<file path="src/rtl/conv_sched_pkg.sv">
// Shared types and constants for the convolution adder scheduler.
// Latency: n/a (declarations only).
// Backpressure: n/a.
//
// Contents: sum width, saturation bounds, a constant clog2 for sizing the
// requester id, and the tag that travels alongside a vector through the adder.
package conv_sched_pkg;

    localparam int SUM_W = 32;
    localparam logic [SUM_W-1:0] SAT_MAX = 32'h7FFF_FFFF;
    localparam logic [SUM_W-1:0] SAT_MIN = 32'h8000_0000;

    // Tag id field is sized for up to 256 requesters; the top narrows it.
    localparam int TAG_ID_W = 8;

    function automatic int clog2(input int value);
        int w;
        w = 0;
        for (int i = 0; i < 31; i++) begin
            if ((1 << i) < value) w = i + 1;
        end
        return w;
    endfunction

    typedef struct packed {
        logic [TAG_ID_W-1:0] id;
        logic                last;
        logic                valid;
    } tag_t;

endpackage

</file>
<file path="src/rtl/conv_rr_arbiter.sv">
// Round-robin arbiter: one-hot grant to the first request at/after the pointer.
// Latency: combinational grant; pointer updates on the clock edge after a grant.
// Backpressure: advance=0 freezes the pointer; grant still reflects requests.
//
// Ports: clk, rst (sync, active-high), req[NUM_REQ], advance, gnt[NUM_REQ].
// gnt is forced to zero while rst is high.
module conv_rr_arbiter
    import conv_sched_pkg::*;
#(
    parameter int NUM_REQ = 4,
    localparam int ID_W   = clog2(NUM_REQ)
) (
    input  logic               clk,
    input  logic               rst,
    input  logic [NUM_REQ-1:0] req,
    input  logic               advance,
    output logic [NUM_REQ-1:0] gnt
);

    logic [ID_W-1:0] ptr_q;
    logic [ID_W-1:0] ptr_d;

    always_comb begin : arb_comb
        int   idx;
        logic found;
        idx   = 0;
        found = 1'b0;
        gnt   = '0;
        ptr_d = ptr_q;
        if (!rst) begin
            // Scan NUM_REQ positions starting at the pointer, wrapping.
            for (int i = 0; i < NUM_REQ; i++) begin
                idx = (int'(ptr_q) + i) % NUM_REQ;
                if (!found && req[idx]) begin
                    found    = 1'b1;
                    gnt[idx] = 1'b1;
                    if (advance) ptr_d = ID_W'((idx + 1) % NUM_REQ);
                end
            end
        end
    end

    always_ff @(posedge clk) begin
        if (rst) ptr_q <= '0;
        else     ptr_q <= ptr_d;
    end

endmodule

</file>
<file path="src/rtl/conv_adder_scheduler.sv">
// Shares one vector adder among NUM_REQ engines and accumulates per-requester sums.
// Latency: grant T -> add T+1 -> add_valid T+1+ADDER_LAT -> res_valid T+2+ADDER_LAT.
// Backpressure: none downstream; a held req is granted within NUM_REQ cycles.
//
// Ports: req/req_last/req_data from engines, gnt back to them; add/add_data to
// the adder, add_sum/add_valid from it; res_valid/res_id/res_data final sums.
// Build option: CONV_SCHED_SAT_EN makes accumulation saturate instead of wrap.
module conv_adder_scheduler
    import conv_sched_pkg::*;
#(
    parameter int DATA_WIDTH = 32,
    parameter int NUM_INPUTS = 9,
    parameter int NUM_REQ    = 4,
    parameter int ADDER_LAT  = 1,
    localparam int ID_W      = clog2(NUM_REQ),
    localparam int VEC_W     = NUM_INPUTS * DATA_WIDTH
) (
    input  logic                     clk,
    input  logic                     rst,
    input  logic [NUM_REQ-1:0]       req,
    input  logic [NUM_REQ-1:0]       req_last,
    input  logic [NUM_REQ*VEC_W-1:0] req_data,
    output logic [NUM_REQ-1:0]       gnt,
    output logic                     add,
    output logic [VEC_W-1:0]         add_data,
    input  logic [SUM_W-1:0]         add_sum,
    input  logic                     add_valid,
    output logic                     res_valid,
    output logic [ID_W-1:0]          res_id,
    output logic [SUM_W-1:0]         res_data
);

    // The adder never stalls, so the pointer may advance on every grant.
    conv_rr_arbiter #(.NUM_REQ(NUM_REQ)) u_arb (
        .clk     (clk),
        .rst     (rst),
        .req     (req),
        .advance (1'b1),
        .gnt     (gnt)
    );

    // ---------------- issue stage ----------------
    logic [ID_W-1:0]  gnt_id;
    logic             add_q, add_d;
    logic [VEC_W-1:0] add_data_q, add_data_d;
    tag_t             issue_tag_q, issue_tag_d;

    always_comb begin
        gnt_id = '0;
        for (int i = 0; i < NUM_REQ; i++) begin
            if (gnt[i]) gnt_id = ID_W'(i);
        end
    end

    always_comb begin
        add_d       = |gnt;
        add_data_d  = add_data_q;
        issue_tag_d = '0;
        if (|gnt) begin
            add_data_d        = req_data[int'(gnt_id)*VEC_W +: VEC_W];
            issue_tag_d.id    = TAG_ID_W'(gnt_id);
            issue_tag_d.last  = req_last[gnt_id];
            issue_tag_d.valid = 1'b1;
        end
    end

    // ---------------- tag pipe ----------------
    // Issue register covers the add strobe cycle; ADDER_LAT more stages line
    // the tag up with add_valid.
    tag_t tag_pipe_q [ADDER_LAT];
    tag_t tag_pipe_d [ADDER_LAT];

    always_comb begin
        tag_pipe_d    = tag_pipe_q;
        tag_pipe_d[0] = issue_tag_q;
        for (int k = 1; k < ADDER_LAT; k++) tag_pipe_d[k] = tag_pipe_q[k-1];
    end

    tag_t            exit_tag;
    logic [ID_W-1:0] exit_id;
    logic            tag_ok;

    assign exit_tag = tag_pipe_q[ADDER_LAT-1];
    assign exit_id  = exit_tag.id[ID_W-1:0];
    // Out-of-range ids are treated like a missing tag rather than indexing past the array.
    assign tag_ok   = exit_tag.valid && (int'(exit_tag.id) < NUM_REQ);

    // ---------------- accumulate ----------------
    logic [SUM_W-1:0]   acc_q [NUM_REQ];
    logic [SUM_W-1:0]   acc_d [NUM_REQ];
    logic [NUM_REQ-1:0] active_q, active_d;
    logic               res_valid_q, res_valid_d;
    logic [ID_W-1:0]    res_id_q, res_id_d;
    logic [SUM_W-1:0]   res_data_q, res_data_d;
    logic [SUM_W-1:0]   base, sum;

    // A fresh window starts from zero regardless of any stale accumulator.
    assign base = active_q[exit_id] ? acc_q[exit_id] : '0;

`ifdef CONV_SCHED_SAT_EN
    logic [SUM_W:0] sum_wide;
    assign sum_wide = {base[SUM_W-1], base} + {add_sum[SUM_W-1], add_sum};
    always_comb begin
        sum = sum_wide[SUM_W-1:0];
        // Top two bits disagree only when the signed result left 32-bit range.
        if (sum_wide[SUM_W] != sum_wide[SUM_W-1])
            sum = sum_wide[SUM_W] ? SAT_MIN : SAT_MAX;
    end
`else
    assign sum = base + add_sum;
`endif

    always_comb begin
        acc_d       = acc_q;
        active_d    = active_q;
        res_valid_d = 1'b0;
        res_id_d    = res_id_q;
        res_data_d  = res_data_q;
        if (add_valid && tag_ok) begin
            if (exit_tag.last) begin
                res_valid_d       = 1'b1;
                res_id_d          = exit_id;
                res_data_d        = sum;
                acc_d[exit_id]    = '0;
                active_d[exit_id] = 1'b0;
            end else begin
                acc_d[exit_id]    = sum;
                active_d[exit_id] = 1'b1;
            end
        end
    end

    always_ff @(posedge clk) begin
        if (rst) begin
            add_q       <= 1'b0;
            add_data_q  <= '0;
            issue_tag_q <= '0;
            for (int k = 0; k < ADDER_LAT; k++) tag_pipe_q[k] <= '0;
            for (int i = 0; i < NUM_REQ; i++) acc_q[i] <= '0;
            active_q    <= '0;
            res_valid_q <= 1'b0;
            res_id_q    <= '0;
            res_data_q  <= '0;
        end else begin
            add_q       <= add_d;
            add_data_q  <= add_data_d;
            issue_tag_q <= issue_tag_d;
            tag_pipe_q  <= tag_pipe_d;
            acc_q       <= acc_d;
            active_q    <= active_d;
            res_valid_q <= res_valid_d;
            res_id_q    <= res_id_d;
            res_data_q  <= res_data_d;
        end
    end

    assign add       = add_q;
    assign add_data  = add_data_q;
    assign res_valid = res_valid_q;
    assign res_id    = res_id_q;
    assign res_data  = res_data_q;

endmodule
</file>
<file path="config.mk">
export PLATFORM = sky130hd
export DESIGN_NAME = conv_adder_scheduler
export DESIGN_NICKNAME = d
export VERILOG_FILES = /design/src/rtl/conv_sched_pkg.sv /design/src/rtl/conv_rr_arbiter.sv /design/src/rtl/conv_adder_scheduler.sv
export SDC_FILE = /design/constraint.sdc
export NUM_CORES = 2
export LEC_CHECK = 0
export CORE_AREA = 2 2 599 601
export CTS_BUF_LIST = sky130_fd_sc_hd__clkbuf_2
export DETAILED_ROUTE_END_ITERATION = 16
export DIE_AREA = 0 0 601 603
export SLEW_MARGIN = 40
export SYNTH_ARGS = -nofsm -noshare
export SYNTH_HDL_FRONTEND = slang
export SYNTH_SLANG_ARGS = --single-unit
export TNS_END_PERCENT = 50
</file>
<file path="constraint.sdc">
create_clock -name clk -period 14.8 [get_ports clk]
set_input_delay 4.44 -clock clk [delete_from_list [all_inputs] [get_ports clk]]
set_output_delay 4.44 -clock clk [all_outputs]
set_load 0.03 [all_outputs]
</file>
==> summary.md <==
| Metric | Value |
|---|---|
| Hold violation count in the final report | 0 |
| PwrDens | 189 nW/µm² |
| Count of state elements after synthesis | 465 |
| Total overflow reported by the global router | 0 |
| Maximum clock skew at final layout | 203 ps |
| Number of standard-cell rows in the floorplan | 219 |
| End of the worst hold path | exit_id[0]$_SDFF_PP0_ |
| Cell class contributing the biggest share of worst-path delay | buffers and inverters |
| # setup viols final | 0 |
| Post-layout power | 0.00954 W |
| Global router's overall resource usage | 16.5% |
| Worst setup path category | in -> out |
| Cell count after placement | 9078 |
| Number of top-level design ports | 1523 |
| Initial Utilization | 7.89% |
| Count of non-filler cells in the finished layout | 9484 |
| Share of the cycle needed by the critical path after routing | 79.0% |
| Fraction of synthesis flops using an asynchronous set or reset pin | 0% |
| Global-route wire length before repair | 384000 µm |
| Slowest cell on crit path | sky130_fd_sc_hd__clkdlybuf4s50_1 |
| Cts bufs inserted | 150 |
| Sequential Power Share | 20.6% |
| Highest attainable clock frequency | 0.0855 GHz |
| Peak supply drop | 0.000147 V |
| DPL Wire Length | 270000 µm |
| Nets in the synthesized netlist | 4340 |
| Dominant register cell in the synthesized netlist | sky130_fd_sc_hd__dfxtp_1 |
| Clock buffer depth | 4 |
| Switching power of the nets | 0.00532 W |
| Fraction of power consumed by the clock network | 12.7% |
| Overall die width | 601 µm |
| Min Hold Slack | 433 ps |
| Die Outline Area | 362000 µm² |
| Count of instances resized after the clock tree is built | 0 |
| DRT Pass-1 Iters | 5 |
| Arrival time of the worst setup path | 7260 ps |
| Remaining antenna violation count after routing | 0 |
| Buffer and inverter count on the worst path | 2 |
| Clock slew at the register clock pins of the worst setup and hold paths | 100 ps |
| Internal power | 0.00421 W |
| Netlist cell types | 72 |
| GRT met3 Usage | 10.5% |
| Global routing usage on met1 | 17.5% |
| Most utilized layer in the global route result | met2 |
| CTS sink count | 465 |
| DRC violations left | 0 |
| Worst R2R Setup Slack | 9210 ps |
| Clock insertion delay at the later pin of the skew report | 1610 ps |
| Worst Hold Launch | issue_tag_q[2]$_SDFF_PP0_ |
| Vias in the first global route | 32972 |
| Synthesized area | 28100 µm² |
| Maximum number of pins on one net before global-route repair | 148 |
| Number of H-tree branching levels | 4 |
| Fraction of final layout cells sized beyond drive strength 1 | 13.9% |
| Share of the yosys chip area belonging to registers | 33.2% |
| Post-Route WL | 313000 µm |
| Final weighted congestion in routability-driven placement | 1.10 |
| Slew Limit Fails | 0 |
| Cell count after synthesis | 3105 |
| Core area | 355000 µm² |
| Slew at the pin closest to its max-slew limit | 979 ps |
| Worst EP required | 10360 ps |
| Number of hold buffers added after CTS | 0 |
| Routed via count divided by cell count | 3.75 |
| Depth of the worst register-to-register path | 12 |
| Number of warnings reported in the yosys synthesis log | 0 |
| Sw Share | 55.8% |
| Post-CTS setup buffer count | 0 |
| CTS tree | built |
| Die height | 603 µm |
| IO buf count | 1522 |
| Leakage power figure | 15.2 nW |
| Combinational share of power | 66.7% |
| Maximum capacitance violations | 0 |
| Fin crit period | 11700 ps |
| Routing usage on met2 | 25.1% |
| Critical path's most frequent cell | sky130_fd_sc_hd__clkdlybuf4s50_1 |
| Final TNS setup | 0 ps |
| Worst hold-check path type | reg -> reg |
| Kind of end point of the critical path | output port |
| Synthesized area divided by synthesized cell count | 9.03 µm² |
| Longest individual stage delay on the worst path | 750 ps |
| Wirelength per Cell | 33.0 µm |
| CP Launch Type | primary input |
| Root buffer cell | sky130_fd_sc_hd__clkbuf_2 |
| Unrepaired setup endpoints after global routing | no |
| Synth-to-Final Area Change | 79.8% |
| Beginning of the worst register-to-register path | u_arb.ptr_q[0]$_SDFFE_PP0P_ |
| Initial antenna violation count | 350 |
| Slew HR | 34.7% |
| Status | complete, no violations |
| Highest fanout seen on the critical path | 10 |
| Number of synthesized flops with an enable pin | 0 |
| Starting DRT DRC Count | 3621 |
| Ordered cell list for the critical path | clkdlybuf4s50_1, or3b_1, a2111o_1, nand2_2, a21oi_2, a211oi_4, clkdlybuf4s50_1 |
| WHS Path Cells | 1 |
| Number of nets in the final layout | 5714 |
| Capture point of the worst reg-to-reg path | add_data[174]$_SDFFE_PP0P_ |
| Routed via count | 35575 |
cell families (layout without fill, tap and decap cells):
| group | count (synthesis) | count (layout) | share of synthesized area [%] |
|---|---|---|---|
| compound gates | 1442 | 1442 | 41.2 |
| xor+xnor | 29 | 29 | 0.905 |
| fa+ha+maj | 40 | 40 | 1.81 |
| buf+inv | 382 | 1851 | 6.36 |
| flops | 465 | 465 | 33.2 |
| mux | 42 | 42 | 3.11 |
| other cells | 0 | 159 | 0 |
| simple gates | 705 | 705 | 13.4 |
final cells by class:
type	instances	area [µm²]
Inverter	21	88.8
Sequential cell	465	9310
Antenna cell	159	398
Timing Repair Buffer	1583	15900
Multi-Input combinational cell	2258	17400
Clock buffer	210	1050
Tap cell	4751	5940
Clock inverter	37	292
Fill cell	40676	305000
state kept, by name, summed over array words and instances, names as in the netlist, named ones only:
signal and count:
res_valid 1, acc_q 128, res_data 32, exit_id 2, exit_tag 2, add_data 288
res_id 2, u_arb.ptr_q 2, issue_tag_q 3, add 1
cell usage in the layout, fill, tap and decap left out, drive strengths merged, types with 5 or more instances in the layout:
cell / n
nor2: 118
a22oi: 52
nand3: 51
a21o: 12
nand2b: 5
dfxtp: 465
and4: 6
and2: 9
or3: 5
a21oi: 384
diode: 159
a31oi: 9
nor2b: 329
xor2: 15
clkdlybuf4s50: 1507
mux4: 36
nor3: 16
ha: 39
inv: 23
xnor2: 14
o221ai: 291
bufinv: 5
clkbuf: 210
buf: 76
o21ai: 59
and3: 13
nor4: 10
nand2: 120
nand3b: 5
or2: 5
a221oi: 5
a211oi: 581
nand4: 8
clkinv: 29
power groups by stage:
| stage | Sequential [W] | Clock [W] | Combinational, W |
|---|---|---|---|
| 2_1_floorplan | 0.00275 | 0 | 0.00265 |
| 3_3_place_gp | 0.00198 | 0 | 0.00628 |
| 3_5_place_dp | 0.00198 | 0 | 0.00639 |
| 4_1_cts | 0.00196 | 0.00129 | 0.00641 |
| 5_1_grt | 0.00201 | 0.00132 | 0.00668 |
| 6_report | 0.00196 | 0.00121 | 0.00636 |
metal layers:
| metal | routed length (µm) | vias to the layer above |
|---|---|---|
| met5 | 1470 | - |
| met4 | 18200 | 214 |
| met3 | 46700 | 860 |
| met2 | 137000 | 2232 |
| met1 | 110000 | 17128 |
| li1 | - | 15141 |
metrics by stage:
step | util [%] | setup slack, ps | instance area, µm²
global route | 14.1 | 3040 | 50300
finish | 14.2 | 3100 | 50400
floorplan | - | 4270 | 28100
CTS | 14.1 | 3150 | 50000
global placement | 13.6 | 3100 | 48300
detailed placement | 13.7 | 3150 | 48700
how the worst max path moves through the flow:
stage,cells past startpoint,endpoint,start
floorplan,6,gnt[2],rst
global placement,7,gnt[0],req[2]
detailed placement,7,gnt[0],req[2]
CTS,7,gnt[0],req[2]
global route,7,gnt[0],req[2]
finish,7,gnt[0],req[2]
synth_stat cells (6+ instances only):
library cell | number | area (µm²)
sky130_fd_sc_hd__nand4_1 | 8 | 50.1
sky130_fd_sc_hd__nor4_1 | 10 | 62.6
sky130_fd_sc_hd__and4_1 | 6 | 52.6
sky130_fd_sc_hd__xor2_1 | 15 | 131
sky130_fd_sc_hd__o21ai_0 | 57 | 285
sky130_fd_sc_hd__o221ai_2 | 179 | 2690
sky130_fd_sc_hd__and2_1 | 9 | 56.3
sky130_fd_sc_hd__a21oi_1 | 383 | 1920
sky130_fd_sc_hd__nor2b_1 | 329 | 2060
sky130_fd_sc_hd__o221ai_1 | 112 | 981
sky130_fd_sc_hd__a21o_1 | 12 | 90.1
sky130_fd_sc_hd__nand3_1 | 51 | 255
sky130_fd_sc_hd__and3_1 | 13 | 81.3
sky130_fd_sc_hd__nand2_1 | 119 | 447
sky130_fd_sc_hd__a31oi_1 | 9 | 56.3
sky130_fd_sc_hd__nor2_1 | 117 | 439
sky130_fd_sc_hd__buf_1 | 8 | 30.0
sky130_fd_sc_hd__a211oi_1 | 526 | 3950
sky130_fd_sc_hd__xnor2_1 | 14 | 123
sky130_fd_sc_hd__nor3_1 | 16 | 80.1
sky130_fd_sc_hd__buf_2 | 93 | 465
sky130_fd_sc_hd__buf_4 | 21 | 158
sky130_fd_sc_hd__mux4_2 | 36 | 811
sky130_fd_sc_hd__ha_1 | 39 | 488
sky130_fd_sc_hd__inv_1 | 19 | 71.3
sky130_fd_sc_hd__buf_6 | 19 | 214
sky130_fd_sc_hd__clkbuf_1 | 219 | 822
sky130_fd_sc_hd__a211oi_2 | 54 | 676
sky130_fd_sc_hd__a22oi_1 | 52 | 390
sky130_fd_sc_hd__dfxtp_1 | 465 | 9310
Power figures use the tool's default switching activity.
